### config.mk
export PLATFORM = sky130hd
export DESIGN_NAME = count_seq_ctrl_flat
export DESIGN_NICKNAME = d
export VERILOG_FILES = /design/src/rtl/count_seq_ctrl_if.sv /design/src/rtl/count_seq_ctrl.sv /design/src/flat_wrapper.sv
export SDC_FILE = /design/constraint.sdc
export NUM_CORES = 1
export LEC_CHECK = 0
export ABC_AREA = 1
export CAP_MARGIN = 20
export CORE_ASPECT_RATIO = 1.1
export CORE_MARGIN = 1
export CORE_UTILIZATION = 40
export CTS_CLUSTER_DIAMETER = 40
export DETAILED_ROUTE_END_ITERATION = 12
export MAX_ROUTING_LAYER = met4
export PLACE_DENSITY = 0.8
export SYNTH_ARGS = -nofsm -noshare
export SYNTH_HDL_FRONTEND = slang
export SYNTH_SLANG_ARGS = --single-unit
### constraint.sdc
create_clock -name clk -period 1.6 [get_ports clk]
set_clock_uncertainty 0.05 [all_clocks]
set_input_delay 0.32 -clock clk [delete_from_list [all_inputs] [get_ports clk]]
set_output_delay 0.32 -clock clk [all_outputs]
set_load 0.03 [all_outputs]
### src/rtl/count_seq_ctrl_if.sv
// count_seq_ctrl_if: host<->controller bundle (start/pause/abort/tc in, count/busy/done/state out); master=host, slave=controller
interface count_seq_ctrl_if #(parameter int WIDTH = 4);
  logic start;
  logic pause;
  logic abort;
  logic [WIDTH-1:0] tc;
  logic [WIDTH-1:0] count;
  logic busy;
  logic done;
  logic [1:0] state;
  modport master (output start, pause, abort, tc, input count, busy, done, state);
  modport slave (input start, pause, abort, tc, output count, busy, done, state);
endinterface

### src/rtl/count_seq_ctrl.sv
// count_seq_ctrl: one-shot interval timer sequencer over a WIDTH-bit counter; ports clk, reset (sync, active-high), bus (slave: start/pause/abort/tc -> count/busy/done/state); define AUTO_RELOAD_EN to make DONE restart the run periodically
module count_seq_ctrl #(
  parameter int WIDTH = 4
) (
  input logic clk,
  input logic reset,
  count_seq_ctrl_if.slave bus
);
  typedef enum logic [1:0] {IDLE = 2'b00, RUN = 2'b01, HOLD = 2'b10, DONE = 2'b11} state_t;
  state_t state_q, state_d;
  logic [WIDTH-1:0] count_q, count_d, tc_q, tc_d;
  always_ff @(posedge clk) begin
    if (reset) begin
      state_q <= IDLE;
      count_q <= '0;
      tc_q <= '0;
    end else begin
      state_q <= state_d;
      count_q <= count_d;
      tc_q <= tc_d;
    end
  end
  always_comb begin
    state_d = state_q;
    count_d = count_q;
    tc_d = tc_q;
    case (state_q)
      IDLE: begin
        state_d = bus.start ? RUN : IDLE;
        count_d = bus.start ? '0 : count_q;
        tc_d = bus.start ? bus.tc : tc_q;
      end
      RUN: begin
        state_d = bus.abort ? IDLE : bus.pause ? HOLD : (count_q == tc_q) ? DONE : RUN;
        count_d = bus.abort ? '0 : (bus.pause || count_q == tc_q) ? count_q : count_q + 1'b1;
      end
      HOLD: begin
        state_d = bus.abort ? IDLE : bus.pause ? HOLD : RUN;
        count_d = bus.abort ? '0 : count_q;
      end
      DONE: begin
`ifdef AUTO_RELOAD_EN
        state_d = bus.abort ? IDLE : RUN;
        count_d = '0;
`else
        state_d = IDLE;
        count_d = bus.abort ? '0 : count_q;
`endif
      end
      default: state_d = IDLE;
    endcase
  end
  assign bus.count = count_q;
  assign bus.busy = (state_q == RUN) || (state_q == HOLD);
  assign bus.done = (state_q == DONE);
  assign bus.state = state_q;
endmodule

### src/flat_wrapper.sv
// flat-port wrapper written by rule: the top's interface ports become plain ports
module count_seq_ctrl_flat 
#(
  parameter int WIDTH = 4
)
  (clk, reset, bus_start, bus_pause, bus_abort, bus_tc, bus_count, bus_busy, bus_done, bus_state);
  count_seq_ctrl_if #(.WIDTH(WIDTH)) bus_i ();
  input logic clk;
  input logic reset;
  input wire logic [$bits(bus_i.start)-1:0] bus_start;
  input wire logic [$bits(bus_i.pause)-1:0] bus_pause;
  input wire logic [$bits(bus_i.abort)-1:0] bus_abort;
  input wire logic [$bits(bus_i.tc)-1:0] bus_tc;
  output wire logic [$bits(bus_i.count)-1:0] bus_count;
  output wire logic [$bits(bus_i.busy)-1:0] bus_busy;
  output wire logic [$bits(bus_i.done)-1:0] bus_done;
  output wire logic [$bits(bus_i.state)-1:0] bus_state;
  assign bus_i.start = bus_start;
  assign bus_i.pause = bus_pause;
  assign bus_i.abort = bus_abort;
  assign bus_i.tc = bus_tc;
  assign bus_count = bus_i.count;
  assign bus_busy = bus_i.busy;
  assign bus_done = bus_i.done;
  assign bus_state = bus_i.state;
  count_seq_ctrl #(.WIDTH(WIDTH)) u_core (.clk(clk), .reset(reset), .bus(bus_i));
endmodule
# After elaboration in Yosys (flattened, before gate mapping)
# Cells that the tools add are included.
dict set report totals {
  ff_bits 10
  latchBits 0
  ram_bits 0
  mem_bits_ro 0
  in_bits 9
  out_inout_bits 8
  memories 0
}
dict set report classes {
  addsub 1
  mul 0
  div_mod_pow 0
  magnitude_cmp 0
  n_eq_ne 7
  shift 0
  muxes 12
  bitwise 0
  n_reduce_logical 6
}
# cell n
set ops {}
lappend ops {{$mux W4} 4}
lappend ops {{$pmux W4 S3} 1}
lappend ops {{$mux W2} 5}
lappend ops {{$pmux W2 S4} 1}
lappend ops {{$add A4 B1 Y4 const B} 1}
lappend ops {{$eq A2 B2 Y1 const B} 2}
lappend ops {{$eq A4 B4 Y1} 1}
lappend ops {{$ne A3 B3 Y1 const B} 1}
lappend ops {{$reduce_and A3 Y1} 1}
lappend ops {{$eq A2 B1 Y1 const B} 1}
lappend ops {{$logic_not A2 Y1} 1}
lappend ops {{$logic_or A1 B1 Y1} 2}
lappend ops {{$ne A2 B1 Y1 const B} 1}
lappend ops {{$ne A2 B2 Y1 const B} 1}
lappend ops {{$reduce_and A2 Y1} 1}
lappend ops {{$reduce_or A2 Y1} 1}
lappend ops {{$mux W1} 1}

# Longest topological paths before layout
# Gate-level depths: netlist of the first run.
dict set report logic_depth {
  ltp_word 5
  ltp_mapped 11
  ltp_nobuf 11
}

# Worst setup path after synthesis of the first run
# No wires, ideal clock.
dict set report synth_timing {
  kind {reg-to-reg}
  start {reg u_core.state_q[0] (netlist: u_core.bus.state[0])}
  end {reg u_core.count_q[1] (netlist: u_core.bus.count[1])}
  setup_time_ps 114
  arrival_time_ps 1341
  required_ps 1436
  slack_ps 95
  stages_incl_launch_ff 9
  path_buffers 0
  cell_sequence {dfxtp_1 inv_1 ha_1 inv_1 o22ai_1 inv_1 nand2_4 nor2_1 nor2_2}
}
dict set report synth_via {
  elab_chain_cells 4
  elab_cells_between_ends 10
}
# element line
set synth_lines {}
lappend synth_lines {{start, declared} count_seq_ctrl.sv:10} ;# state_t state_q, state_d;
lappend synth_lines {{start signal, assigned} count_seq_ctrl.sv:18} ;# state_q <= state_d;
lappend synth_lines {{$eq A2 B2 Y1} count_seq_ctrl.sv:27} ;# case (state_q)
lappend synth_lines {{$reduce_or A2 Y1 (no line)} n/a}
lappend synth_lines {{$ne A2 B1 Y1 (no line)} n/a}
lappend synth_lines {{$reduce_and A3 Y1 (no line)} n/a}
lappend synth_lines {{end signal, assigned} count_seq_ctrl.sv:19} ;# count_q <= count_d;
lappend synth_lines {{end, declared} count_seq_ctrl.sv:11} ;# logic [WIDTH-1:0] count_q, count_d, tc_q, tc_d;
# Several ways; a longest one is shown, not always the timed one.
# A chain may end at the register's enable or synchronous reset.

# Worst setup path after layout of the first run
dict set report layout_timing {
  start {reg u_core.state_q[0] (netlist: u_core.bus.state[0])}
  end {out bus_busy}
}
dict set report layout_via {
  elab_chain_cells 2
  elab_cells_between_ends 3
}
# element line
set layout_lines {}
lappend layout_lines {{$eq A2 B1 Y1 / $eq A2 B2 Y1 (equally long branches)} count_seq_ctrl.sv:54} ;# assign bus.busy = (state_q == RUN) || (state_q == HOLD);
lappend layout_lines {{$logic_or A1 B1 Y1 (*)} count_seq_ctrl.sv:54}
lappend layout_lines {{end, declared} flat_wrapper.sv:15} ;# output wire logic [$bits(bus_i.busy)-1:0] bus_busy;
# Every way passes the cells marked *; elsewhere a longest branch is shown, timed or not.

==> flow_summary.ini, run 1 <==
[floorplan]
placementRows = 14
die_h_um = 43.3
coreArea_sq_um = 1400
io_pins = 17
start_util_pct = 44.3
dieWidth_um = 39.6
die_area_sq_um = 1710

[yosys]
synth_seq_cells = 10
syn_avg_cell_area_sq_um = 6.75
syn_nets = 107
seq_area_frac_synth_pct = 32.3
synth_area_sq_um = 621
synthCells = 92
ys_warn_count = 0
synth.distinct_cells = 16

[worst_setup_path]
timing.rr.start = u_core.bus.state[0]
crit_path_start = u_core.bus.state[0]
critical_path_class = flop to primary output
cp.depth = 4
cp-start-kind = flop
cp_max_fo = 3
cp_data_required_time_ns = 1.23
rr_endpoint = u_core.bus.count[3]
critPathSlowestCell = dfxtp_2
critical_path.endpoint_type = primary output
cpLargestDelayFamily = flip-flops
crit_end = bus_busy
path_cells = buf_4, inv_2, ha_1, buf_6
reg2reg_setup_slack_ns = 0.20
max_stage_delay_ns = 0.33
path_buf_inv = 3
crit_arrival_ns = 1.17
worstRegToRegCells = 9

[drt]
num_vias = 627
finalWirelength_mm = 1.35
routed_via_density = 4.79
drt_first_pass_iters = 4
post_drt_wl_per_cell_um = 10.3
drc = 0
drt_iter0_drc = 9
ant_nets = 0

[finish]
syn2layout_area_growth_pct = 36.7
diodes = 0
fin_cells = 131
final_common_cell = nand2_1
drive_above_1_share_pct = 19.1
fin_nets = 132
final_cell_mix = nand2_1, inv_1, a21oi_1
design_area_sq_um = 848

[placed_design]
finalWeightedCongestion = 0.834
placed_cell_area_sq_um = 836
hpwl_mm = 1.03
placed_cells = 129
dp_slack_ns = 0.0199
io_buffer_count = 16

[global_route]
antenna_found_initial = 0
grt_start_max_net_pins = 11
grt_pass1_wl_mm = 2.23
globalRouteOverflowTotal = 0
grt_pass1_vias = 554
grt.total_usage_pct = 19.4

[clock_network]
cts_buffer_depth = 2
hold_buffers = 0
clk_latency_ns = 0.27
cts.clk_slew.worst_paths_ns = 0.07
h-tree-depth = 1
cts_root_buffer = clkbuf_4
cts_tree = yes
numCtsBuffers = 3
numClockSinks = 10

[timing]
max_slew_margin_pct = 80.1
hold_violations = 0
fin_crit_sh_pct = 96.1
max_freq_mhz = 650
fin_setup_tns_ns = 0
rsz0062_at_grt = no
fin_ws_ns = 0.0622
worst_pin_slew_ns = 0.299
min_period_ns = 1.54
drv_slew = 0
finalSetupViolCount = 0

[worst_hold_path]
hold_class = flop to flop

[flow_run]
max-cap-violations = 0

[power]
ir_worst_vdd_v = 0.000459
p_leak_nw = 0.448
power_density_nw_per_um2 = 796

[outcome]
status = finished, final reports clean
## worst min-delay path: cells and delay by family, from the launching register on
| kind | cells | cell delay (ns) |
|---|---|---|
| DFF | 1 | 0.31 |
| AOI/OAI and AO/OA | 1 | 0.05 |
| buffers and inverters | 1 | 0.06 |
## where the power goes
part	internal, mW	switching (mW)	total, mW
logic	0.0906	0.132	0.222
clock network	0.0867	0.0848	0.172
registers	0.270	0.0111	0.281
## worst min-delay path by stage
stage	startpoint	endpoint	slack (ns)	cells after the start
2_1_floorplan	u_core.tc_q[0]	u_core.tc_q[0]	0.39	2
3_3_place_gp	u_core.tc_q[3]	u_core.tc_q[3]	0.41	2
3_5_place_dp	u_core.tc_q[2]	u_core.tc_q[2]	0.42	2
4_1_cts	u_core.tc_q[2]	u_core.tc_q[2]	0.43	2
5_1_grt	u_core.tc_q[2]	u_core.tc_q[2]	0.44	2
6_report	u_core.tc_q[2]	u_core.tc_q[2]	0.42	2
## timing repair
item,4_1_cts,5_1_grt
hold endpoints to repair,0,0
gates resized for setup,10,2
buffers inserted,0,0
endpoints found under the setup margin,8,1
pin swaps,0,1
## metal layers
metal  up-vias  wire length [um]  global-route usage [%]  share of wire, %
met2        16               654                    29.2                49
met1       276               602                    23.2                45
met3         4                67                    6.28               5.0
met4         0                22                    8.28               1.6
met5         -                 0                       -                 0
li1        331                 -                       -                 -
## cell families (layout without fill, tap and decap cells)
logic type               count (synthesis)  after routing  synth area share (%)
AO/OA/AOI/OAI                           17             17                  14.3
XOR/XNOR                                 1              1                  1.41
adder cells (fa/ha/maj)                  6              6                  12.1
buffers and inverters                   18             41                  10.9
flip-flops                              10             10                  32.3
AND/OR/NAND/NOR                         40             40                  29.0
## Yosys cell counts (all sizes together)
master / count / area, sq um
clkinv: 1 / 3.75
a21oi: 9 / 45.0
inv: 17 / 63.8
o22ai: 1 / 6.26
nor2: 9 / 38.8
nand2: 27 / 121
nand3: 4 / 20.0
xor2: 1 / 8.76
o21ai: 6 / 30.0
dfxtp: 10 / 200
o211ai: 1 / 7.51
ha: 6 / 75.1
## metrics by stage
stage | utilization [%] | hold WS [ns] | power, mW
after floorplan | - | 0.395 | 0.430
after global placement | 59.6 | 0.406 | 0.508
after detailed placement | 59.6 | 0.417 | 0.514
after CTS | 60.8 | 0.427 | 0.678
after global routing | 60.5 | 0.445 | 0.718
final | 60.5 | 0.424 | 0.675
## state kept, by name (all words and copies together) (netlist names)
| signal | cells |
|---|---|
| u_core.bus.count | 4 |
| u_core.tc_q | 4 |
| u_core.bus.state | 2 |
## cell type report
cell class	count	area, sq um
well taps	16	20.0
repair buffers	20	183
multi-input cells	64	353
flip-flops and latches	10	203
inverters	18	67.6
clock buffers	3	22.5
fillers	150	553
(Power assumes the default switching activity.)
==> run 2, diff against run 1 <==
Settings changed: CORE_AREA set to 2 2 39 41, CORE_ASPECT_RATIO 1.1 to not set, CORE_MARGIN 1 to not set, CORE_UTILIZATION 40 to not set, DIE_AREA set to 0 0 41 43, DONT_BUFFER_PORTS set to 1, PLACE_DENSITY 0.8 to 0.73.
==> run 2 against run 1 <==
Against the previous run:
- first-iteration DRC count grew 100%
- via count decreased by 5.3%
- critical path depth fell by 2
- maximum frequency decreased by 0.74%
- final cell count decreased by 11%
- hold slack lost 0.26 ns
- highest routed layer unchanged
- global-route usage decreased by 1.9 points
- combinational power down 20%
- largest power group unchanged
- critical endpoint is now bus_done
- sequential share of layout area is 4.4 points higher
==> flow_summary.ini, run 2 (synthesis results as in run 1) <==
[finish]
design_area_sq_um = 708
nFillCells = 136
final_core_util_pct = 51.2
fin_cells = 117
final_cell_mix = nand2_1, inv_1, dfxtp_1
diodes = 0
syn2layout_area_growth_pct = 14.1
fin_nets = 118
final_common_cell = nand2_1
drive_above_1_share_pct = 18.8

[drt]
routed_via_density = 5.08
post_drt_wl_per_cell_um = 11.1
drc = 0
drt_iter0_drc = 18
drt_first_pass_iters = 4
finalWirelength_mm = 1.30
num_vias = 594
ant_nets = 0

[floorplan]
coreArea_sq_um = 1380
io_pins = 17
placementRows = 14
start_util_pct = 44.8
die_h_um = 43
die_area_sq_um = 1760
dieWidth_um = 41

[worst_setup_path]
cp_max_fo = 3
crit_arrival_ns = 1.18
cp_data_required_time_ns = 1.23
critical_path.endpoint_type = primary output
critical_path_class = flop to primary output
cp-start-kind = flop

[timing]
holdWs_ns = 0.166
finalSetupViolCount = 0
fin_crit_sh_pct = 96.8
fin_setup_tns_ns = 0
drv_slew = 0
worst_pin_slew_ns = 0.325
rsz0062_at_grt = no
hold_violations = 0
max_slew_margin_pct = 78.4
min_period_ns = 1.55
max_freq_mhz = 645

[power]
power_density_nw_per_um2 = 913
p_leak_nw = 0.368
ir_worst_vdd_v = 0.000386

[global_route]
antenna_found_initial = 0
grt_start_max_net_pins = 11
globalRouteOverflowTotal = 0
grt_pass1_vias = 520
grt.total_usage_pct = 17.5
grt_pass1_wl_mm = 2.00

[clock_network]
cts_tree = yes
h-tree-depth = 1
cts.clk_slew.worst_paths_ns = 0.07
numCtsBuffers = 3
cts_root_buffer = clkbuf_4
cts_setup_buffers = 0
numClockSinks = 10
cts_buffer_depth = 2
hold_buffers = 0
ctsResizeCount = 0
clk_latency_ns = 0.27

[placed_design]
finalWeightedCongestion = 0.909
placed_cell_area_sq_um = 686
io_buffer_count = 0
placed_cells = 114
hpwl_mm = 1.05

[worst_hold_path]
hold_class = primary input to flop

[outcome]
status = finished, final reports clean

[flow_run]
max-cap-violations = 0
run 2: where the power goes:
part | leakage (nW) | switching, mW | internal, mW | total [mW]
registers | 0.0825 | 0.0204 | 0.270 | 0.290
logic | 0.271 | 0.115 | 0.0626 | 0.177
clock network | 0.0138 | 0.0919 | 0.0871 | 0.179
run 2: layout make-up:
type,instances,area [sq um],area share (%)
inverter,18,67.6,9.54
tap,16,20.0,2.83
timing repair buffer,6,45.0,6.36
sequential,10,200,28.3
clock buffer,3,22.5,3.18
multi-input combinational,64,353,49.8
run 2: path summary, 6_finish.rpt:
path                       start                  end  slack [ns]  cells past startpoint
max          u_core.bus.state[0]             bus_done        0.05                      2
min                    bus_pause  u_core.bus.state[1]        0.17                      2
max reg2reg  u_core.bus.state[0]  u_core.bus.count[3]        0.23                      8
min reg2reg       u_core.tc_q[1]       u_core.tc_q[1]        0.43                      2
run 2: per-layer routing:
| metal | up-vias | track usage, % | part of all wire, % |
|---|---|---|---|
| met1 | 266 | 17.5 | 41 |
| li1 | 306 | - | - |
| met3 | 3 | 3.66 | 5.0 |
| met4 | 0 | 10.0 | 2.1 |
| met5 | - | - | 0 |
| met2 | 19 | 29.4 | 51 |
run 2: metrics by stage:
step,power [mW],setup WS (ns)
2_1_floorplan,0.430,0.0954
3_3_place_gp,0.466,0.274
3_5_place_dp,0.474,0.245
4_1_cts,0.650,0.0478
5_1_grt,0.682,0.00985
6_report,0.646,0.0507
run 2: worst max-delay path: stages (launching register included):
cell and delay [ns]:
dfxtp_1 0.36, buf_4 0.19, ha_1 0.36
==> run 3, diff against run 2 <==
Settings changed: PLACE_DENSITY 0.73 to not set.
==> run 3 against run 2 <==
Against the previous run:
- final cell count unchanged
- critical path depth did not move
- register-to-register slack better by 0.05 ns
- setup slack improved by 0.023 ns
- routed wire length down 5.8%
- die area is the same
- cell area unchanged
- non-clock buffer count did not move
- sequential share of layout area unchanged
- via count decreased by 2.2%
- utilization is the same
- critical endpoint is now bus_busy
- highest routed layer unchanged
==> flow_summary.ini, run 3 (synthesis results as in run 1) <==
[global_route]
grt_pass1_wl_mm = 1.95
grt.total_usage_pct = 17.7
globalRouteOverflowTotal = 0
grt_pass1_vias = 516
antenna_found_initial = 0
grt_start_max_net_pins = 11

[finish]
fin_nets = 118
syn2layout_area_growth_pct = 14.1
drive_above_1_share_pct = 18.8
seqCellArea_sq_um = 200
nFillCells = 150
fin_cells = 117
final_cell_mix = nand2_1, inv_1, dfxtp_1
design_area_sq_um = 708
diodes = 0
multi_input_area_sq_um = 353
final_common_cell = nand2_1

[drt]
drc = 0
drt_iter0_drc = 10
post_drt_wl_per_cell_um = 10.5
ant_nets = 0
num_vias = 581
drt_first_pass_iters = 4
routed_via_density = 4.97
finalWirelength_mm = 1.23

[placed_design]
dp_slack_ns = 0.271
placed_cell_area_sq_um = 686
finalWeightedCongestion = 0.782
hpwl_um = 955
io_buffer_count = 0
placed_cells = 114

[clock_network]
cts.clk_slew.worst_paths_ns = 0.07
clk_latency_ns = 0.28
cts_root_buffer = clkbuf_4
cts_setup_buffers = 0
h-tree-depth = 1
hold_buffers = 0
numClockSinks = 10
cts_tree = yes
ctsResizeCount = 0
cts_buffer_depth = 2
numCtsBuffers = 3

[power]
switchingPower_uw = 223
seqPwrFrac_pct = 45.2
intPower_uw = 419
pwr-share-clk_pct = 27.9
swShare_pct = 34.8
finalPower_uw = 642
comb_power_share_pct = 27.0
ir_worst_vdd_v = 0.000398
p_leak_nw = 0.368
power_density_nw_per_um2 = 907

[worst_setup_path]
cp-start-kind = flop
crit_arrival_ns = 1.16
critical_path.endpoint_type = primary output
cp_data_required_time_ns = 1.23
max_stage_delay_ns = 0.44
cpLargestDelayFamily = adder cells
path_cells = inv_1, ha_1
cp_max_fo = 3
critical_path_class = flop to primary output
path_buf_inv = 1
critPathSlowestCell = ha_1

[worst_hold_path]
hold_class = primary input to flop

[timing]
fin_ws_ns = 0.0737
max_slew_margin_pct = 79.5
rsz0062_at_grt = no
fin_setup_tns_ns = 0
fin_crit_sh_pct = 95.4
drv_slew = 0
hold_violations = 0
worst_pin_slew_ns = 0.308
max_freq_mhz = 655
finalSetupViolCount = 0
min_period_ns = 1.53

[floorplan]
die_area_sq_um = 1760
die_h_um = 43
start_util_pct = 44.8
io_pins = 17
placementRows = 14
coreArea_sq_um = 1380
dieWidth_um = 41

[outcome]
status = finished, final reports clean

[flow_run]
max-cap-violations = 0
## run 3: cell counts in the layout (fill, tap and decap cells not counted)
No cell type changed its count.
## run 3: layout make-up
cell class | instances | share of cell area (%)
Tap cell | 16 | 2.83
Timing Repair Buffer | 6 | 6.36
Sequential cell | 10 | 28.3
Clock buffer | 3 | 3.18
Multi-Input combinational cell | 64 | 49.8
Inverter | 18 | 9.54
## run 3: worst register-to-register path, stage by stage (launching register included)
cell     delay (ns)
dfxtp_1        0.35
inv_1          0.08
ha_1           0.21
inv_1          0.05
o22ai_1        0.06
inv_1          0.16
nand2_4        0.08
nor2_1         0.12
nor2_2         0.05
## run 3: layer usage
layer | vias up | track usage (%) | part of all wire [%]
li1 | 306 | - | -
met1 | 252 | 17.8 | 44
met2 | 17 | 27.2 | 46
met3 | 6 | 6.28 | 7.0
met4 | 0 | 12.0 | 2.9
met5 | - | - | 0
## run 3: worst paths after layout
path / startpoint / end / slack [ns] / cells after the start
max reg2reg: u_core.bus.state[0] / u_core.bus.count[1] / 0.28 / 8
min: bus_pause / u_core.bus.state[1] / 0.17 / 2
min reg2reg: u_core.tc_q[1] / u_core.tc_q[1] / 0.43 / 2
max: u_core.bus.state[0] / bus_busy / 0.07 / 2
## run 3: metrics by stage
| step | util, % | hold slack, ns |
|---|---|---|
| 6_report | 51.2 | 0.167 |
| 5_1_grt | 51.2 | 0.191 |
| 4_1_cts | 51.2 | 0.168 |
| 3_5_place_dp | 49.5 | 0.419 |
| 3_3_place_gp | 49.5 | 0.406 |
| 2_1_floorplan | - | 0.395 |
## run 3: power by group through the flow
stage | logic, mW | clock network (mW) | registers (mW)
2_1_floorplan | 0.114 | 0 | 0.316
6_report | 0.173 | 0.179 | 0.290
3_3_place_gp | 0.173 | 0 | 0.294
4_1_cts | 0.176 | 0.184 | 0.290
5_1_grt | 0.196 | 0.195 | 0.292
3_5_place_dp | 0.175 | 0 | 0.295
